--- config.mk ---
export PLATFORM = sky130hd
export DESIGN_NAME = ps2_rx_flat
export DESIGN_NICKNAME = d
export VERILOG_FILES = /design/src/rtl/ps2_rx_if.sv /design/src/rtl/ps2_rx.sv /design/src/flat_wrapper.sv
export SDC_FILE = /design/constraint.sdc
export NUM_CORES = 1
export LEC_CHECK = 0
export ABC_AREA = 1
export ABC_CLOCK_PERIOD_IN_PS = 4100
export CORE_ASPECT_RATIO = 0.6
export CORE_MARGIN = 4
export CORE_UTILIZATION = 62
export DETAILED_ROUTE_END_ITERATION = 8
export GPL_TIMING_DRIVEN = 0
export PLACE_DENSITY = 0.83
export SYNTH_ARGS = -nofsm -noshare
export SYNTH_HDL_FRONTEND = slang
export SYNTH_SLANG_ARGS = --single-unit
--- constraint.sdc ---
create_clock -name clk -period 4.1 [get_ports clk]
set_input_delay 0.82 -clock clk [delete_from_list [all_inputs] [get_ports clk]]
set_output_delay 0.82 -clock clk [all_outputs]
set_load 0.01 [all_outputs]
--- src/rtl/ps2_rx_if.sv ---
// PS/2 receiver bus: the raw keyboard lines and rx_en towards the receiver,
// plus the received byte, its strobe and its error flags coming back.
interface ps2_rx_if;
  logic       ps2c;
  logic       ps2d;
  logic       rx_en;
  logic [7:0] dout;
  logic       rx_done_tick;
  logic       parity_err;
  logic       frame_err;

  modport master (
    output ps2c, ps2d, rx_en,
    input  dout, rx_done_tick, parity_err, frame_err
  );

  modport slave (
    input  ps2c, ps2d, rx_en,
    output dout, rx_done_tick, parity_err, frame_err
  );
endinterface

--- src/rtl/ps2_rx.sv ---
// PS/2 serial receiver: synchronizes and deglitches the keyboard lines,
// deserializes 11-bit frames and strobes out each byte with its error flags.
module ps2_rx #(
  parameter int FILTER_LEN     = 8,
  parameter int TIMEOUT_CYCLES = 10000
) (
  input  logic    clk,
  input  logic    rst,
  ps2_rx_if.slave bus
);

  localparam int TW = (TIMEOUT_CYCLES > 2) ? $clog2(TIMEOUT_CYCLES) : 1;
  localparam logic [TW-1:0] TMAX = TW'(TIMEOUT_CYCLES - 1);

  typedef enum logic [1:0] {IDLE, DATA, LOAD} state_t;

  state_t                r_state, w_state_nxt;
  logic [1:0]            r_c_sync, r_d_sync;
  logic [FILTER_LEN-1:0] r_filt;
  logic                  r_fc, r_fc_prev;
  logic                  w_fall, w_d;
  logic [10:0]           r_b, w_b_shift;
  logic [3:0]            r_n, w_n_nxt;
  logic [TW-1:0]         r_tcnt;
  logic                  w_shift, w_load, w_tclr;
  logic [7:0]            r_dout;
  logic                  r_parity_err, r_frame_err;

  assign w_d       = r_d_sync[1];
  assign w_fall    = r_fc_prev & ~r_fc;
  assign w_b_shift = {w_d, r_b[10:1]};

  // Lines idle high, so synchronizers and filter come out of reset at 1.
  always_ff @(posedge clk or posedge rst) begin
    if (rst) begin
      r_c_sync  <= 2'b11;
      r_d_sync  <= 2'b11;
      r_filt    <= '1;
      r_fc      <= 1'b1;
      r_fc_prev <= 1'b1;
    end else begin
      r_c_sync  <= {r_c_sync[0], bus.ps2c};
      r_d_sync  <= {r_d_sync[0], bus.ps2d};
      r_filt    <= {r_c_sync[1], r_filt[FILTER_LEN-1:1]};
      r_fc_prev <= r_fc;
      if (&r_filt)
        r_fc <= 1'b1;
      else if (~|r_filt)
        r_fc <= 1'b0;
    end
  end

  always_ff @(posedge clk or posedge rst) begin
    if (rst)
      r_state <= IDLE;
    else
      r_state <= w_state_nxt;
  end

  always_comb begin
    w_state_nxt = r_state;
    w_shift     = 1'b0;
    w_load      = 1'b0;
    w_tclr      = 1'b0;
    w_n_nxt     = r_n;
    case (r_state)
      IDLE: begin
        w_tclr = 1'b1;
        if (w_fall && bus.rx_en && !w_d) begin
          w_shift     = 1'b1;
          w_n_nxt     = 4'd9;
          w_state_nxt = DATA;
        end
      end
      DATA: begin
        // A fall in the same cycle as the timeout takes priority.
        if (w_fall) begin
          w_shift = 1'b1;
          w_tclr  = 1'b1;
          if (r_n == 4'd0) begin
            w_load      = 1'b1;
            w_state_nxt = LOAD;
          end else begin
            w_n_nxt = r_n - 4'd1;
          end
        end else if (r_tcnt == TMAX) begin
          w_state_nxt = IDLE;
        end
      end
      LOAD:    w_state_nxt = IDLE;
      default: w_state_nxt = IDLE;
    endcase
  end

  always_ff @(posedge clk or posedge rst) begin
    if (rst) begin
      r_b    <= '0;
      r_n    <= '0;
      r_tcnt <= '0;
    end else begin
      r_n    <= w_n_nxt;
      r_tcnt <= w_tclr ? '0 : r_tcnt + TW'(1);
      if (w_shift)
        r_b <= w_b_shift;
    end
  end

  // Outputs capture the frame including the stop bit being shifted in now.
  always_ff @(posedge clk or posedge rst) begin
    if (rst) begin
      r_dout       <= 8'h00;
      r_parity_err <= 1'b0;
      r_frame_err  <= 1'b0;
    end else if (w_load) begin
      r_dout       <= w_b_shift[8:1];
      r_parity_err <= ~^w_b_shift[9:1];
      r_frame_err  <= ~w_b_shift[10];
    end
  end

  assign bus.dout         = r_dout;
  assign bus.parity_err   = r_parity_err;
  assign bus.frame_err    = r_frame_err;
  assign bus.rx_done_tick = (r_state == LOAD);

endmodule
--- src/flat_wrapper.sv ---
// flat-port wrapper written by rule: the top's interface ports become plain ports
module ps2_rx_flat 
#(
  parameter int FILTER_LEN     = 8,
  parameter int TIMEOUT_CYCLES = 10000
)
  (clk, rst, bus_ps2c, bus_ps2d, bus_rx_en, bus_dout, bus_rx_done_tick, bus_parity_err, bus_frame_err);
  ps2_rx_if bus_i ();
  input  logic clk;
  input  logic rst;
  input wire logic [$bits(bus_i.ps2c)-1:0] bus_ps2c;
  input wire logic [$bits(bus_i.ps2d)-1:0] bus_ps2d;
  input wire logic [$bits(bus_i.rx_en)-1:0] bus_rx_en;
  output wire logic [$bits(bus_i.dout)-1:0] bus_dout;
  output wire logic [$bits(bus_i.rx_done_tick)-1:0] bus_rx_done_tick;
  output wire logic [$bits(bus_i.parity_err)-1:0] bus_parity_err;
  output wire logic [$bits(bus_i.frame_err)-1:0] bus_frame_err;
  assign bus_i.ps2c = bus_ps2c;
  assign bus_i.ps2d = bus_ps2d;
  assign bus_i.rx_en = bus_rx_en;
  assign bus_dout = bus_i.dout;
  assign bus_rx_done_tick = bus_i.rx_done_tick;
  assign bus_parity_err = bus_i.parity_err;
  assign bus_frame_err = bus_i.frame_err;
  ps2_rx #(.FILTER_LEN(FILTER_LEN), .TIMEOUT_CYCLES(TIMEOUT_CYCLES)) u_core (.clk(clk), .rst(rst), .bus(bus_i));
endmodule
## After elaboration in Yosys (flattened, before gate mapping)

Index checks and enable logic that the tools add are counted.

| cells by class | value |
|---|---|
| add/sub/neg operators | 2 |
| equality and inequality tests | 9 |
| mux-type cells | 19 |
| bitwise logic cells | 3 |
| reduce and logical (&&, ||, !) cells | 11 |

Operators with widths:

| operator | count |
|---|---|
| 14-bit by 1-bit adder with 14-bit output (second input constant) | 1 |
| 14-bit == test (second input constant) | 1 |
| 14-bit 2-to-1 mux | 1 |
| 4-bit 2-to-1 mux | 3 |
| 9-bit XNOR reduction | 1 |
| 2-bit 2-to-1 mux | 4 |
| 4-bit one-hot mux with 2 select lines | 1 |
| 8-bit AND reduction | 1 |
| 8-bit OR reduction | 1 |
| 1-bit 2-to-1 mux | 7 |
| 2-bit by 1-bit inequality test with 1-bit output (second input constant) | 3 |
| 4-bit zero test | 1 |
| 1-bit one-hot mux with 2 select lines | 2 |
| 2-bit one-hot mux with 2 select lines | 1 |
| 4-bit AND reduction | 1 |
| 4-bit by 1-bit subtractor with 4-bit output (second input constant) | 1 |
| 3-bit by 1-bit inequality test with 1-bit output (second input constant) | 1 |
| 3-bit inequality test (second input constant) | 1 |
| 3-bit AND reduction | 1 |
| 2-bit by 1-bit == test with 1-bit output (second input constant) | 1 |
| 2-bit == test (second input constant) | 1 |
| 1-bit logical AND | 2 |
| 2-bit zero test | 1 |
| 2-bit inequality test (second input constant) | 1 |
| other kinds (4) | 5 |

| word-level totals | value |
|---|---|
| bits in registers | 55 |
| input port bits | 5 |
| output and inout bits | 11 |
| logic and storage cells | 56 |

## Logic depth before layout (Yosys ltp)

Gate-level depths: netlist of run 1.

| depth | value |
|---|---|
| depth after elaboration | 6 |
| mapped depth | 10 |
| gate-level depth less buffers | 10 |

## Worst setup path after synthesis of run 1

No wires, ideal clock.

| timing path | value |
|---|---|
| kind | input to register |
| start point | input bus_rx_en |
| end point | register u_core.r_b[7] |
| setup time | 0.127 ns |
| data arrival time | 1.331 ns |
| required time | 3.973 ns |
| setup slack | 2.641 ns |
| stages | 4 |
| buffers on the path | 1 |
| cells stage by stage | nand4_2 > nand2_2 > buf_4 > o21ai_0 |

| between the ends | value |
|---|---|
| cells in the longest elaborated chain, start to end | 4 |

RTL lines:

| what | RTL line | RTL |
|---|---|---|
| start, declared | flat_wrapper.sv:13 | `input wire logic [$bits(bus_i.rx_en)-1:0] bus_rx_en;` |
| 1-bit logical AND (2 in a row) | ps2_rx.sv:69 | `if (w_fall && bus.rx_en && !w_d) begin` |
| 1-bit 2-to-1 mux | ps2_rx.sv:69 |  |
| 1-bit one-hot mux with 2 select lines | ps2_rx.sv:66 | `case (r_state)` |
| end signal, assigned | ps2_rx.sv:104 | `r_b <= w_b_shift;` |
| end, declared | ps2_rx.sv:22 | `logic [10:0] r_b, w_b_shift;` |

No other way between the ends.
A chain may end at the register's enable or synchronous reset.

## Final worst setup path of run 1

| timing path | value |
|---|---|
| start point | register u_core.r_state[0] |
| end point | output bus_rx_done_tick |

| between the ends | value |
|---|---|
| cells in the longest elaborated chain, start to end | 1 |

RTL lines:

| what | RTL line | RTL |
|---|---|---|
| start, declared | ps2_rx.sv:17 | `state_t r_state, w_state_nxt;` |
| start signal, assigned | ps2_rx.sv:57 | `r_state <= w_state_nxt;` |
| 2-bit == test | ps2_rx.sv:124 | `assign bus.rx_done_tick = (r_state == LOAD);` |
| end, declared | flat_wrapper.sv:15 | `output wire logic [$bits(bus_i.rx_done_tick)-1:0] bus_rx_done_tick;` |

No other way between the ends.

==> results.yml, run 1 <==
die:
  coreArea_um2: 3423
  die_h_um: 55.40
  die_area_um2: 4819
  die_w_um: 86.99
  io_pins: 16
  start_util_pct: 67.80
  rows: 16
synthesis:
  synth_warnings: 0
  synth_edf_count: 0
  synth.mux.area_fraction_pct: 0
  synth.net_count: 260
  synth_compound_area_share_pct: 9.326
  synthSimpleGateAreaFrac_pct: 22.59
  syn_inst: 252
  avgSynthCellArea_um2: 9.210
  syn_area_um2: 2321
  synth_top_family_by_area: "simple AND/OR/NAND/NOR gates"
  synth_xor_area_share_pct: 1.509
  ys_seq_elements: 53
  async_flop_share_pct: 100.0
  synth-adder-area-share_pct: 1.617
  ys_seq_area_share_pct: 57.90
  yosys.cell_types.count: 28
  synth_flop_cell: "dfrtp_1"
global_route:
  grt_usage_pct: 19.73
  grt_max_degree: 37
  gr-usage-met3_pct: 4.606
  busiest_layer: "met1"
  antenna_found_initial: 0
  grt_pass1_vias: 1599
  grt_use_met2_pct: 26.27
  grt_pass1_wl_um: 7424
  overflow: 0
  grt_use_met1_pct: 31.01
routing:
  postRouteAntennaNets: 0
  avgRoutedWirePerCell_um: 13.39
  drtIter0Drc: 111
  avgViaCountPerCell: 5.290
  first_pass_iters: 4
  drc_errors: 0
  wirelength_um: 4298
  via_count: 1698
power:
  seqPwrFrac_pct: 52.9
  ir_drop_mv: 0.2811
  p_clk_share_pct: 23.9
  netSwitchingPower_w: 0.0003903
  comb_power_share_pct: 23.3
  power_leakage_nw: 1.163
  power.density_nw_per_um2: 456.8
  intPower_w: 0.0008128
  netSwitchingFraction_pct: 32.44
placed_design:
  portBuffers: 15
  place_inst: 313
  gp_congestion: 0.8306
  hpwl_um: 3157
  pre_cts_ws_ns: 1.934
  place_area_um2: 2547
clock_network:
  h-tree-depth: 2
  holdBufCountCts: 0
  cts_root_buf: "clkbuf_8"
  cts_sinks: 53
  cts_tree: "yes"
  clkLatencyLatePin_ns: 0.31
  post-cts-setup-buffer-count: 0
  cts_resized: 0
  clkTransAtPathRegs_ns: 0.09
  cts_inserted_buffers: 5
  cts_buffer_depth: 2
layout:
  area_growth_pct: 13.48
  final_area_um2: 2634
  finalNonFillerCells: 321
  final_common_cell: "nand2_1"
  drive_above_1_share_pct: 16.30
  nets: 283
  mostFrequentLayoutCells: "59 x nand2_1, 39 x dfrtp_1, 35 x inv_1, 24 x nor2_1, 20 x o21ai_0"
  diodes: 0
sta:
  hold-worst-slack_ns: 0.3605
  post-route-min-period_ns: 2.253
  setup_viol: 0
  rsz0062_at_grt: "no"
  max_freq_mhz: 443.9
  finalClockSkew_ns: 0.006919
  slew_violations: 0
  final-hold-violation-count: 0
  final.setup.worst_slack_ns: 1.847
  max_slew_margin_pct: 69.89
  worst_pin_slew_ns: 0.4500
  period_share_pct: 54.95
  fin_tns_setup_ns: 0
setup_path:
  cp-start-kind: "register"
  crit_type: "register to output pin"
  crit_required_ns: 3.28
  path_max_fanout: 3
  arrival_ns: 1.43
  endpoint_kind: "output pin"
run_status:
  status: "finished clean"
hold_path:
  hold_path_class: "register to register"
flow_run:
  drv_cap: 0
==> kinds of logic after synthesis <==
| group | count (synthesis) |
|---|---|
| xor+xnor | 4 |
| flops | 53 |
| compound gates | 36 |
| simple gates | 116 |
| fa+ha+maj | 3 |
| buf+inv | 40 |
==> flip-flops by register name (all words and copies together) (netlist names), 2 cells and up <==
| register | cells |
|---|---|
| u_core.r_tcnt | 14 |
| u_core.r_b | 9 |
| u_core.bus.dout | 8 |
| u_core.r_filt | 8 |
| u_core.r_n | 4 |
| u_core.r_c_sync | 2 |
| u_core.r_d_sync | 2 |
| u_core.r_state | 2 |
==> path summary, 6_finish.rpt <==
path | cells past startpoint | startpoint | slack (ns) | to
hold / removal | 0 | u_core.r_c_sync[1] | 0.36 | u_core.r_filt[7]
hold reg to reg | 0 | u_core.r_c_sync[1] | 0.36 | u_core.r_filt[7]
min in group asynchronous | 2 | rst | 0.80 | u_core.bus.dout[1]
max in group asynchronous | 3 | rst | 2.72 | u_core.r_fc_prev
setup reg to reg | 6 | u_core.r_fc_prev | 2.52 | u_core.r_b[3]
setup / recovery | 2 | u_core.r_state[0] | 1.85 | bus_rx_done_tick
==> worst max-delay path, stage by stage, from the launching register on <==
cell and delay, ns:
dfrtp_1 0.41, nor2_1 0.16, clkdlybuf4s50_1 0.56
==> power by group through the flow <==
stage	registers [W]	logic, W	clock network, W
after detailed placement	0.000644	0.000279	0
after CTS	0.000635	0.000279	0.000294
final	0.000636	0.000280	0.000287
after global placement	0.000642	0.000265	0
after global routing	0.000646	0.000319	0.000318
after floorplan	0.000641	0.000194	0
==> synthesized netlist by cell type (2+ instances only) <==
cell type,number,area share (%)
nand2_1,59,9.5
dfstp_2,14,16
nand4_1,6,1.6
inv_1,36,5.8
ha_1,3,1.6
o21ai_0,20,4.3
xor2_1,2,0.75
nand3_1,13,2.8
xnor2_1,2,0.75
nor2_1,24,3.9
nor3_1,3,0.65
dfrtp_1,39,42
nor4_1,2,0.54
a21oi_1,6,1.3
nand2_2,2,0.54
o21ai_2,9,3.4
==> area by class of cell <==
type	count	area [µm²]
multi-input combinational	159	813.3
clock inverter	3	17.52
sequential	53	1344
fill	231	789.5
inverter	38	145.1
buffer	2	18.77
tap	45	56.30
timing repair buffer	16	170.2
clock buffer	5	68.82
==> routing by layer <==
metal  vias to the layer above  share of wire (%)  wire length, µm
li1                        848                  -                -
met5                         -                  0                0
met1                       806                 52             2250
met4                         0               0.67               29
met3                         4                5.5              235
met2                        40                 41             1783
==> metrics by stage <==
step	utilization [%]	total power, W
floorplan	-	0.0008350
global placement	73.83	0.0009067
detailed placement	74.42	0.0009227
CTS	76.94	0.001208
global route	76.94	0.001283
finish	76.94	0.001203
No activity file was read; power rests on OpenSTA's default activity.
==> inputs of run 2 (changes only) <==
- ABC_CLOCK_PERIOD_IN_PS: 4100 -> 1900
- CORE_UTILIZATION: 62 -> 52
- PLACE_DENSITY: 0.83 -> 0.75
- clock period: 4.1 -> 1.9 ns (I/O delays scaled with it)
==> run 2 against run 1 <==
  * Clock-buffer cell count is the same
  * Non-clock buffer count is the same
  * Via count decreased by 0.88%
  * Critical endpoint unchanged
==> results.yml, run 2 (synthesized netlist as in run 1, its figures left out) <==
run_status:
  status: "finished clean"
global_route:
  overflow: 0
  grt_pass1_wl_um: 7265
  grt_max_degree: 31
  grt_usage_pct: 16.89
  grt_pass1_vias: 1521
  antenna_found_initial: 0
clock_network:
  cts_sinks: 53
  cts_resized: 0
  clkLatencyLatePin_ns: 0.30
  post-cts-setup-buffer-count: 0
  holdBufCountCts: 0
  cts_buffer_depth: 2
  cts_inserted_buffers: 5
  cts_tree: "yes"
  h-tree-depth: 2
  clkTransAtPathRegs_ns: 0.10
  cts_root_buf: "clkbuf_8"
sta:
  max_slew_margin_pct: 64.36
  slew_violations: 0
  period_share_pct: 93.06
  finalClockSkew_ns: 0.005829
  max_freq_mhz: 565.6
  worst_pin_slew_ns: 0.5338
  rsz0062_at_grt: "no"
  final.setup.worst_slack_ns: 0.1318
  hold-worst-slack_ns: 0.3618
  fin_tns_setup_ns: 0
  setup_viol: 0
  post-route-min-period_ns: 1.768
  final-hold-violation-count: 0
layout:
  multiInputGateArea_um2: 813.3
  final_common_cell: "nand2_1"
  seqCellArea_um2: 1344
  finalNonFillerCells: 335
  fillers: 363
  nets: 283
  fin_util_pct: 63.49
  regMostFlops: "u_core.r_tcnt"
  area_growth_pct: 15.20
  largest_reg_flops: 14
  mostFrequentLayoutCells: "59 x nand2_1, 39 x dfrtp_1, 35 x inv_1, 24 x nor2_1, 20 x o21ai_0"
  drive_above_1_share_pct: 16.00
  diodes: 0
  top_regs: "u_core.r_tcnt (14), u_core.r_b (9)"
setup_path:
  endpoint_kind: "output pin"
  crit_type: "register to output pin"
  arrival_ns: 1.39
  cp-start-kind: "register"
  path_max_fanout: 2
  crit_required_ns: 1.52
routing:
  first_pass_iters: 4
  drtIter0Drc: 99
  avgViaCountPerCell: 5.024
  avgRoutedWirePerCell_um: 12.71
  drc_errors: 0
  via_count: 1683
  postRouteAntennaNets: 0
  wirelength_um: 4259
hold_path:
  hold_path_class: "register to register"
die:
  io_pins: 16
  coreArea_um2: 4212
  die_area_um2: 5631
  rows: 18
  start_util_pct: 55.11
  die_h_um: 59.75
  die_w_um: 94.25
power:
  p_clk_share_pct: 27.8
  comb_power_share_pct: 21.9
  ir_drop_mv: 0.4923
  netSwitchingFraction_pct: 30.73
  power_leakage_nw: 1.173
  netSwitchingPower_w: 0.0008384
  intPower_w: 0.001890
  power.density_nw_per_um2: 1020
  seqPwrFrac_pct: 50.3
flow_run:
  drv_cap: 0
placed_design:
  gp_congestion: 0.8722
  hpwl_um: 3145
  pre_cts_ws_ns: 0.1737
  place_inst: 328
  portBuffers: 15
==> run 2: cell types whose count changed in the layout (fill, tap and decap cells not counted), sizes merged <==
cell,before,now
clkinv,2,0
bufinv,0,1
clkinvlp,1,0
inv,38,39
==> run 2: through the flow <==
stage,instance area [µm²],power [W]
6_report,2674,0.002728
5_1_grt,2674,0.002905
4_1_cts,2674,0.002743
3_5_place_dp,2566,0.001988
3_3_place_gp,2546,0.001958
2_1_floorplan,2321,0.001802
==> run 2: critical path, stage by stage, from the launching register on <==
cell and delay, ns:
dfrtp_1 0.37, inv_1 0.07, nor2_1 0.10, clkdlybuf4s50_1 0.55
==> run 2: area by class of cell <==
class	count	share of cell area (%)
Tap cell	60	2.808
Buffer	2	0.7019
Multi-Input combinational cell	159	30.42
Clock buffer	5	2.574
Sequential cell	53	50.26
Timing Repair Buffer	16	6.364
Clock inverter	2	1.451
Inverter	38	5.428
==> run 2: worst paths after layout <==
path | from | to | slack (ns) | cells after the start
setup / recovery | u_core.r_state[1] | bus_rx_done_tick | 0.13 | 3
hold / removal | u_core.r_c_sync[1] | u_core.r_filt[7] | 0.36 | 0
setup reg to reg | u_core.r_tcnt[0] | u_core.r_tcnt[10] | 0.30 | 7
hold reg to reg | u_core.r_c_sync[1] | u_core.r_filt[7] | 0.36 | 0
max in group asynchronous | rst | u_core.r_filt[1] | 0.86 | 3
min in group asynchronous | rst | u_core.bus.dout[1] | 0.43 | 2
==> run 2: routing by layer <==
metal  wire length, µm  GRT usage [%]  vias up  part of all wire, %
met1              2256          26.81      787                   53
li1                  -              -      848                    -
met4                32          3.704        0                 0.75
met2              1689          22.68       44                   40
met3               281          4.654        4                  6.6
met5                 0              0        -                    0
==> run 2: power by group through the flow <==
stage	sequential, W	clock (W)	combinational [W]
after detailed placement	0.00139	0	0.000595
final	0.00137	0.000757	0.000599
after global placement	0.00139	0	0.000573
after CTS	0.00137	0.000772	0.000600
after floorplan	0.00138	0	0.000419
after global routing	0.00139	0.000822	0.000691
==> inputs of run 3 (changes only) <==
- CAP_MARGIN: not set -> 20
- CELL_PAD_IN_SITES_DETAIL_PLACEMENT: not set -> 1
- CELL_PAD_IN_SITES_GLOBAL_PLACEMENT: not set -> 2
- CORE_UTILIZATION: 52 -> 33
- PLACE_DENSITY: 0.75 -> not set
- PLACE_DENSITY_LB_ADDON: not set -> 0.1
==> run 3 against run 2 <==
  * Largest power group unchanged
  * Clock skew down 0.00080 ns
  * Critical path depth unchanged
  * Non-clock buffer count unchanged
  * Critical path type unchanged
  * Worst setup slack better by 0.011 ns
  * Via count down 0.59%
  * Sequential cell count unchanged
==> results.yml, run 3 (synthesized netlist as in run 1, its figures left out) <==
setup_path:
  slowest_stage: "clkdlybuf4s50_1"
  path_buf_inv: 2
  arrival_ns: 1.38
  crit_type: "register to output pin"
  path_delay_family: "buffers and inverters"
  max_stage_delay_ns: 0.54
  cp-start-kind: "register"
  r2r_slack_ns: 0.24
  cp_cell_sequence: "inv_1 > nor2_1 > clkdlybuf4s50_1"
  r2r_cells: 4
  crit_required_ns: 1.52
  path_max_fanout: 2
  regToRegEndpoint: "u_core.r_tcnt[6]"
  r2r_start: "u_core.r_fc"
  endpoint_kind: "output pin"
layout:
  largest_reg_flops: 14
  nets: 283
  area_growth_pct: 18.01
  finalNonFillerCells: 363
  diodes: 0
  top_regs: "u_core.r_tcnt (14), u_core.r_b (9)"
  fin_util_pct: 40.50
  mostFrequentLayoutCells: "59 x nand2_1, 39 x dfrtp_1, 35 x inv_1, 24 x nor2_1, 20 x o21ai_0"
  drive_above_1_share_pct: 15.94
  final_common_cell: "nand2_1"
  regMostFlops: "u_core.r_tcnt"
global_route:
  antenna_found_initial: 0
  overflow: 0
  grt_max_degree: 42
  grt_pass1_vias: 1666
  grt_usage_pct: 13.62
  grt_pass1_wl_um: 8680
sta:
  finalClockSkew_ns: 0.005029
  max_slew_margin_pct: 63.69
  max_freq_mhz: 569.0
  setup_viol: 0
  period_share_pct: 92.49
  post-route-min-period_ns: 1.757
  rsz0062_at_grt: "no"
  slew_violations: 0
  worst_pin_slew_ns: 0.5427
  final-hold-violation-count: 0
  final.setup.worst_slack_ns: 0.1426
flow_run:
  drv_cap: 0
placed_design:
  portBuffers: 15
  hpwl_um: 3860
  place_inst: 355
  pre_cts_ws_ns: 0.1688
  gp_congestion: 0.7479
power:
  finalPower_w: 0.002877
  ir_drop_mv: 0.5058
  power.density_nw_per_um2: 1050
  power_leakage_nw: 1.189
clock_network:
  cts_root_buf: "clkbuf_16"
  cts_tree: "yes"
  cts_sinks: 53
  clkTransAtPathRegs_ns: 0.07
  h-tree-depth: 2
  post-cts-setup-buffer-count: 0
  cts_buffer_depth: 2
  holdBufCountCts: 0
  clkLatencyLatePin_ns: 0.29
  cts_inserted_buffers: 5
  cts_resized: 0
routing:
  postRouteAntennaNets: 0
  drtIter0Drc: 61
  wirelength_um: 5111
  drc_errors: 0
  first_pass_iters: 4
  via_count: 1673
  avgRoutedWirePerCell_um: 14.08
  avgViaCountPerCell: 4.609
die:
  coreArea_um2: 6763
  rows: 23
  die_h_um: 72.96
  die_area_um2: 8483
  die_w_um: 116.3
  io_pins: 16
  start_util_pct: 34.32
hold_path:
  hold_path_class: "input port to asynchronous set/reset pin"
run_status:
  status: "finished clean"
==> run 3: cell types whose count changed in the layout (fill, tap and decap cells not counted) <==
cell / change
inv_6: -1
clkinv_2: +2
clkbuf_8: -5
bufinv_16: -1
clkbuf_16: +5
clkbuf_1: +1
==> run 3: worst max path at each step <==
stage	start	end	cells after the start	slack, ns
global route	u_core.r_fc	u_core.r_tcnt[6]	4	0.06
global placement	rst	u_core.bus.parity_err	2	-0.86
CTS	u_core.r_state[1]	bus_rx_done_tick	3	0.13
finish	u_core.r_state[1]	bus_rx_done_tick	3	0.14
detailed placement	bus_rx_en	u_core.r_b[6]	5	0.17
floorplan	rst	u_core.bus.dout[0]	1	0.26
==> run 3: power by group <==
part | total (W) | switching [W] | internal [W]
registers | 0.00138 | 0.000104 | 0.00128
logic | 0.000620 | 0.000396 | 0.000224
clock network | 0.000876 | 0.000391 | 0.000485
==> run 3: per-layer routing <==
layer  vias to the layer above  track usage [%]  part of all wire, %
met3                         4            3.977                  3.1
li1                        845                -                    -
met1                       805            22.70                   59
met2                        19            16.16                   37
met4                         0            3.861                  1.0
met5                         -                0                    0
==> run 3: layout make-up <==
type	count	area (µm²)
fillers	793	4024
flip-flops and latches	53	1344
multi-input cells	159	813.3
repair buffers	16	170.2
inverters	38	145.1
clock buffers	6	128.9
well taps	87	108.9
plain buffers	2	18.77
clock inverters	2	10.01
==> run 3: through the flow <==
stage | hold WS [ns] | cell area [µm²] | TNS [ns]
2_1_floorplan | 0.3452 | 2321 | 0
3_3_place_gp | 0.3455 | 2580 | -38.45
3_5_place_dp | 0.3469 | 2600 | 0
4_1_cts | 0.3562 | 2739 | 0
5_1_grt | 0.3581 | 2739 | 0
6_report | 0.3540 | 2739 | 0
